<file path="src/rtl/calc_pkg.sv">
// Shared types and widths for the two-requester calculator arbiter.
package calc_pkg;

  localparam int unsigned OPND_W = 8;
  localparam int unsigned RES_W  = 16;

  typedef enum logic [1:0] {
    OP_ADD = 2'b00,
    OP_SUB = 2'b01,
    OP_MUL = 2'b10,
    OP_DIV = 2'b11
  } op_t;

  // Arbiter FSM state encoding, kept as plain constants for legacy consumers.
  typedef logic [1:0] state_t;
  localparam state_t ST_IDLE = 2'd0;
  localparam state_t ST_EXEC = 2'd1;
  localparam state_t ST_RESP = 2'd2;

endpackage

</file>
<file path="src/rtl/calculator.sv">
// Combinational 8-bit arithmetic unit producing a 16-bit result.
// Divide-by-zero is not handled here; the caller overrides that case.
module calculator
  import calc_pkg::*;
(
  input  logic [OPND_W-1:0] a,
  input  logic [OPND_W-1:0] b,
  input  op_t               op,
  output logic [RES_W-1:0]  result
);

  logic [RES_W-1:0] a_ext;
  logic [RES_W-1:0] b_ext;

  // Zero-extend operands and select the requested operation.
  always_comb begin
    a_ext  = RES_W'(a);
    b_ext  = RES_W'(b);
    result = '0;
    unique case (op)
      OP_ADD:  result = a_ext + b_ext;
      OP_SUB:  result = b_ext - a_ext;
      OP_MUL:  result = a_ext * b_ext;
      OP_DIV:  result = a_ext / b_ext;
      default: result = '0;
    endcase
  end

endmodule

</file>
<file path="src/rtl/calc_arbiter.sv">
// Round-robin arbiter sharing one calculator between two requesters.
// One operation in flight: IDLE accepts, EXEC computes, RESP holds the result.
module calc_arbiter
  import calc_pkg::*;
#(
  parameter logic [15:0] DIV0_VALUE = 16'hFFFF
) (
  input  logic        clk,
  input  logic        rst_n,
  input  logic        req0_valid,
  output logic        req0_ready,
  input  logic [7:0]  req0_a,
  input  logic [7:0]  req0_b,
  input  logic [1:0]  req0_op,
  input  logic        req1_valid,
  output logic        req1_ready,
  input  logic [7:0]  req1_a,
  input  logic [7:0]  req1_b,
  input  logic [1:0]  req1_op,
  output logic        rsp0_valid,
  input  logic        rsp0_ready,
  output logic [15:0] rsp0_result,
  output logic        rsp0_err,
  output logic        rsp1_valid,
  input  logic        rsp1_ready,
  output logic [15:0] rsp1_result,
  output logic        rsp1_err,
  output logic        busy
);

  state_t            state_q,      state_d;
  logic              last_grant_q, last_grant_d;
  logic              grant_q,      grant_d;
  logic [OPND_W-1:0] a_q,          a_d;
  logic [OPND_W-1:0] b_q,          b_d;
  op_t               op_q,         op_d;
  logic [RES_W-1:0]  result_q,     result_d;
  logic              err_q,        err_d;

  logic             sel;
  logic             can_accept;
  logic             handshake;
  logic             rsp_fire;
  logic             div_by_zero;
  logic [RES_W-1:0] calc_result;

  calculator u_calculator (
    .a      (a_q),
    .b      (b_q),
    .op     (op_q),
    .result (calc_result)
  );

  // Pick the requester to serve: sole valid one, else the one not served last.
  always_comb begin
    sel = req1_valid;
    if (req0_valid && req1_valid) begin
      sel = ~last_grant_q;
    end
    can_accept = rst_n && (state_q == ST_IDLE);
    req0_ready = can_accept && req0_valid && !sel;
    req1_ready = can_accept && req1_valid && sel;
    handshake  = req0_ready || req1_ready;
  end

  // Next-state, operand capture and result registration.
  always_comb begin
    state_d      = state_q;
    last_grant_d = last_grant_q;
    grant_d      = grant_q;
    a_d          = a_q;
    b_d          = b_q;
    op_d         = op_q;
    result_d     = result_q;
    err_d        = err_q;
    div_by_zero  = (op_q == OP_DIV) && (b_q == '0);
    rsp_fire     = grant_q ? rsp1_ready : rsp0_ready;
    unique case (state_q)
      ST_IDLE: begin
        if (handshake) begin
          state_d      = ST_EXEC;
          grant_d      = sel;
          last_grant_d = sel;
          a_d          = sel ? req1_a : req0_a;
          b_d          = sel ? req1_b : req0_b;
          op_d         = op_t'(sel ? req1_op : req0_op);
        end
      end
      ST_EXEC: begin
        state_d  = ST_RESP;
        result_d = div_by_zero ? DIV0_VALUE : calc_result;
        err_d    = div_by_zero;
      end
      ST_RESP: begin
        if (rsp_fire) begin
          state_d  = ST_IDLE;
          result_d = '0;
          err_d    = 1'b0;
        end
      end
      default: state_d = ST_IDLE;
    endcase
  end

  // State registers with synchronous active-low reset.
  always_ff @(posedge clk) begin
    if (!rst_n) begin
      state_q      <= ST_IDLE;
      last_grant_q <= 1'b1;
      grant_q      <= 1'b0;
      a_q          <= '0;
      b_q          <= '0;
      op_q         <= OP_ADD;
      result_q     <= '0;
      err_q        <= 1'b0;
    end else begin
      state_q      <= state_d;
      last_grant_q <= last_grant_d;
      grant_q      <= grant_d;
      a_q          <= a_d;
      b_q          <= b_d;
      op_q         <= op_d;
      result_q     <= result_d;
      err_q        <= err_d;
    end
  end

  // Route the held result to the granted requester only; others read zero.
  always_comb begin
    busy        = (state_q != ST_IDLE);
    rsp0_valid  = (state_q == ST_RESP) && !grant_q;
    rsp1_valid  = (state_q == ST_RESP) && grant_q;
    rsp0_result = rsp0_valid ? result_q : '0;
    rsp1_result = rsp1_valid ? result_q : '0;
    rsp0_err    = rsp0_valid && err_q;
    rsp1_err    = rsp1_valid && err_q;
  end

endmodule

</file>
<file path="config.mk">
export PLATFORM = sky130hd
export DESIGN_NAME = calc_arbiter
export DESIGN_NICKNAME = d
export VERILOG_FILES = /design/src/rtl/calc_pkg.sv /design/src/rtl/calculator.sv /design/src/rtl/calc_arbiter.sv
export SDC_FILE = /design/constraint.sdc
export NUM_CORES = 1
export LEC_CHECK = 0
export ABC_AREA = 0
export ABC_CLOCK_PERIOD_IN_PS = 57500
export CAP_MARGIN = 25
export CORE_MARGIN = 2
export CORE_UTILIZATION = 65
export CTS_CLUSTER_SIZE = 25
export DETAILED_ROUTE_END_ITERATION = 10
export GPL_TIMING_DRIVEN = 0
export PLACE_DENSITY = 0.95
export SYNTH_ARGS = -nofsm -noshare
export SYNTH_HDL_FRONTEND = slang
export SYNTH_HIERARCHICAL = 1
export SYNTH_SLANG_ARGS = --single-unit
</file>
<file path="constraint.sdc">
create_clock -name clk -period 57.5 [get_ports clk]
set_input_delay 5.75 -clock clk [delete_from_list [all_inputs] [get_ports clk]]
set_output_delay 5.75 -clock clk [all_outputs]
set_load 0.05 [all_outputs]
</file>
Word-level counts from Yosys, hierarchy flattened
Cells that the tools add are included.
{ "word_totals": {"regBits": 39, "latch_bits": 0, "ramBits": 0, "rom_bits": 0, "in_bits": 42, "out_inout_bits": 39, "word_cells": 58, "n_memories": 0} }
{ "op_classes": {"add_sub_neg": 2, "multipliers": 1, "n_div": 1, "n_lt_le_gt_ge": 0, "eq_ne": 7, "n_shift": 0, "muxes": 16, "n_bitwise": 1, "n_reduce_logical": 22} }
{ "ops": {"columns": ["op", "count"], "rows": [
  ["$mux W16", 4],
  ["$pmux W16 S4", 1],
  ["$pmux W16 S2", 1],
  ["$div A8 B8 Y16", 1],
  ["$mul A8 B8 Y16", 1],
  ["$mux W8", 2],
  ["$logic_and A1 B1 Y1", 11],
  ["$add A8 B8 Y9", 1],
  ["$sub A8 B8 Y9", 1],
  ["$logic_not A8 Y1", 1],
  ["$eq A2 B2 Y1 const B", 3],
  ["$mux W2", 3],
  ["$pmux W2 S3", 1],
  ["$reduce_and A2 Y1", 3],
  ["$eq A2 B1 Y1 const B", 2],
  ["$logic_not A2 Y1", 2],
  ["$ne A2 B2 Y1 const B", 2],
  ["$reduce_bool A2 Y1", 2],
  ["$mux W1", 3],
  ["$logic_not A1 Y1", 2],
  ["$pmux W1 S2", 1],
  ["$logic_or A1 B1 Y1", 1],
  ["$not A1 Y1", 1]
]} }

Depth between registers and ports, before layout
{ "logic_depth": {"ltp_word": 7, "depth_mapped": 156, "mapped_depth_nobuf": 145} }

By module
Netlist, hierarchy kept.
{ "by_module_without_submodules": {"columns": ["module", "n_inst", "cells_per_inst", "area_per_inst_um2", "seq_area_each_um2"], "rows": [
  ["calculator", 1, 1105, 8017.7, 0.0],
  ["calc_arbiter", 1, 215, 1934.4, 780.7]
]} }

Worst setup path before layout
Ideal clock, no wire load.
{ "synth_path": {"path_type": "reg2reg", "from": "reg b_q[0]", "to": "reg result_q[0]", "setup_ns": 0.122, "arrival_time_ns": 28.836, "required_ns": 57.378, "path_slack_ns": 28.543, "stages_incl_launch_ff": 143, "n_path_buf": 10, "period_less_slack_ns": 28.957, "cell_sequence": "dfxtp_1 > inv_1 > ha_1 > o21ai_0 > nor2b_1 > nor3_1 > ha_1 > o211ai_1 > a2111oi_0 > ha_1 > o21a_1 > o22ai_1 > nand4_1 > o21ai_0 > ha_1 > o21a_1 > o221ai_1 > a21o_1 > [... 107 more ...] > buf_2 > clkbuf_1 > nor2_1 > a21oi_1 > ha_1 > a21oi_1 > nor2b_1 > o21ai_0 > nand2b_1 > a21oi_1 > nor2b_1 > o21ai_0 > nand2b_1 > a2111oi_0 > o2111ai_1 > a2111oi_0 > a21oi_1 > a221o_1"} }
{ "synth_via": {"elab_chain_cells": 4, "word_cells_on_any_way": 9, "classes_between": "add/sub: 2; mul: 1; div: 1; mux: 3; reduce/logical: 2"} }
{ "synth_rtl": {"columns": ["element", "line_no", "rtl"], "rows": [
  ["start, declared", "calc_arbiter.sv:35", "logic [OPND_W-1:0] b_q, b_d;"],
  ["start signal, assigned", "calc_arbiter.sv:112", "b_q <= '0;"],
  ["start signal, assigned", "calc_arbiter.sv:121", "b_q <= b_d;"],
  ["$div A8 B8 Y16 (tied with other cells)", "calculator.sv:24", "OP_DIV: result = a_ext / b_ext;"],
  ["$pmux W16 S4 (*)", "calculator.sv:20", "unique case (op)"],
  ["net calc_result[0]", "calc_arbiter.sv:45", "logic [RES_W-1:0] calc_result;"],
  ["$mux W16 (*)", "calc_arbiter.sv:91", "result_d = div_by_zero ? DIV0_VALUE : calc_result;"],
  ["$pmux W16 S2 (*)", "calc_arbiter.sv:78", "unique case (state_q)"],
  ["end signal, assigned", "calc_arbiter.sv:123", "result_q <= result_d;"],
  ["end, declared", "calc_arbiter.sv:37", "logic [RES_W-1:0] result_q, result_d;"]
]} }
The timed path passes the listed nets; every way through them passes the cells marked *.
A chain may end at the register's enable or synchronous reset.

Final worst setup path
Same ends and word-level chain as after synthesis.

==> results.ini <==
[floorplan]
dieHeight_um=128
initial_core_util=0.660
rows=45
coreArea_mm2=0.0151
dieWidth_um=128
dieArea_mm2=0.0163
io_pins=81

[job]
max_cap_viol_count=0

[global_routing]
grt_pass1_wl_mm=47.0
grt_usage=0.346
antenna_found_initial=0
grt_pass1_vias=10100
grt_max_degree=22
globalRoute.totalOverflow=0

[worst_hold_path]
hold_depth=1
whs_endpoint=result_q[9]
holdCritStartpoint=result_q[9]
min_path_type=reg2reg

[setup_path]
startpoint=b_q[0]
end_kind=register
reg2reg_slack_ns=21.10
crit_arrival_ns=36.58
critPathLaunchType=register
worstSetupPathType=reg2reg
reg2regPathDepth=141
required_ns=57.68
path_max_fanout=18
max_stage_delay_ns=0.76
path_delay_family=compound AO/OA/AOI/OAI gates
crit_buf_inv=14
crit_top_cell=o21a_1
r2r_start=b_q[0]
r2r-end=result_q[0]
crit_slowest_cell=dfxtp_1

[routing]
drt_iter0_drc=1357
avgViaCountPerCell=6.60
num_vias=10600
wl_mm=28.9
drtAntennaViolNets=0
wl_per_cell_um=18.0
drc=0
drt_pass1_iterations=7

[synthesis]
yosys.area_share.adder=0.271
syn_area_mm2=0.00995
synth_mux_area_frac=0.0356
synthTopCellsByArea=ha_1 (19%), dfxtp_1 (7.8%), fa_1 (7.6%)
synthXorXnorAreaFrac=0.0510
synth_edf_count=0
yosys_warnings=6
synth_top_family_by_area=adder cells
synth_area_per_cell_um2=7.54
ys_types=89
synth_compound_gate_area_share=0.269
ys_ff_latch=39
synth-simple-area-share=0.228
synth_ff_type=dfxtp_1
synthArstFlopShare=0
yosysSeqAreaShare=0.0785
syn_inst=1320
synth_top_cell_area_share=0.195
synth_top_area_cell=ha_1

[cells_and_area]
syn2layout_area_growth_pct=12.1
finalNonFillerCells=1604
nNetsFinal=1650
final_common_cell=ha_1
design_area_mm2=0.0112
drive_gt1_frac=0.0643
layout_common_cells=ha_1 (155), nand2_1 (133), nor2_1 (130)
fillCellCount=1055
antennaDiodeCount=0

[placement]
dp.cells=1595
hpwlAfterDp_mm=21.5
io_buffers=80
placed_cell_area_mm2=0.0110
gp_congestion=0.938

[clocking]
cts_buffers=5
cts_setup_buffers=0
h-tree-depth=2
clkSinkCount=39
cts_tree=yes
cts_hold_buf=0
cts-root-buf=clkbuf_16
worstSkewPairLatency_ns=0.29
cts_resized=0
cts.clk_slew.worst_paths_ns=0.06
cts_max_path_buffers=2

[sta]
finalSetupViolCount=0
fin_skew_ns=0.00655
rsz0062_at_grt=no
maxSlewHeadroom=0.280
worst_slew_pin_slew_ns=1.08
fin_crit_ns=36.40
max_freq_mhz=27.5
timing.final.crit_share=0.633
hold_viol_final=0
drv_slew=0
final.setup.tns_ns=0

[run_status]
outcome=completed

-- cells in the mapped netlist, drive strengths merged, types with 4 or more instances --
| master | number |
|---|---|
| inv | 103 |
| nor3 | 45 |
| a211oi | 12 |
| o21a | 38 |
| nor4 | 8 |
| mux2 | 19 |
| a311oi | 20 |
| a2111oi | 10 |
| and2 | 20 |
| or2 | 10 |
| and3 | 25 |
| xnor2 | 36 |
| o31a | 5 |
| a31oi | 6 |
| nor2b | 11 |
| fa | 38 |
| a21o | 25 |
| xor2 | 22 |
| nor4b | 4 |
| nand2 | 133 |
| or4 | 5 |
| nand4 | 8 |
| dfxtp | 39 |
| a21oi | 96 |
| ha | 155 |
| clkbuf | 35 |
| a221o | 16 |
| nand3 | 16 |
| nand2b | 21 |
| o21ai | 62 |
| o31ai | 21 |
| a21boi | 7 |
| o21bai | 7 |
| nor2 | 131 |
| or3 | 21 |
| mux2i | 6 |
| buf | 18 |
| o211ai | 13 |
| o22ai | 8 |
-- layer usage --
metal,up-vias,wire length [um],global-route usage
li1,4954,-,-
met1,4883,11300,0.424
met2,593,13600,0.586
met3,158,2710,0.0718
met4,0,1330,0.153
met5,-,0,0
-- worst register-to-register path: cells and delay by family (launching register included) --
family                   cells  cell delay [ns]
AO/OA/AOI/OAI               78            18.79
adder cells (fa/ha/maj)     15             5.05
buffers and inverters       14             4.55
flip-flops                   1             0.76
multiplexers                 4             1.24
AND/OR/NAND/NOR             30             5.89
-- flip-flops by register name, summed over array words and instances, names as in the netlist --
register	flops
result_q	16
err_q	1
state_q	2
last_grant_q	1
b_q	8
op_q	2
grant_q	1
a_q	8
-- final cells by class --
cell class	count	area, um^2	share of cell area
sequential	39	781	0.0700
tap	188	235	0.0211
timing repair buffer	81	806	0.0722
multi-input combinational	1131	8540	0.765
inverter	104	390	0.0350
clock inverter	2	12.5	0.00112
clock buffer	6	129	0.0115
buffer	53	265	0.0238
-- cell families after synthesis --
kind of cell / Yosys count
adder cells (fa/ha/maj): 193
AO/OA/AOI/OAI: 376
AND/OR/NAND/NOR: 468
other: 1
multiplexers: 28
buffers and inverters: 157
flip-flops: 39
XOR/XNOR: 58
-- stage by stage --
stage	hold WS (ns)	setup slack, ns	utilization
after detailed placement	0.490	22.19	0.730
after global routing	0.529	18.66	0.740
final	0.506	21.10	0.740
after floorplan	0.462	28.54	-
after CTS	0.504	22.00	0.739
after global placement	0.488	23.49	0.730
-- worst max path at each step --
stage	to	slack [ns]	depth (start not counted)
2_1_floorplan	result_q[0]	28.54	142
3_3_place_gp	result_q[0]	23.49	142
3_5_place_dp	result_q[0]	22.19	142
4_1_cts	result_q[0]	22.00	142
5_1_grt	result_q[0]	18.66	141
6_report	result_q[0]	21.10	141
Power is left out: the tool's default activity adds up to more than one toggle a clock period on the data nets, which glitch-free logic cannot reach.
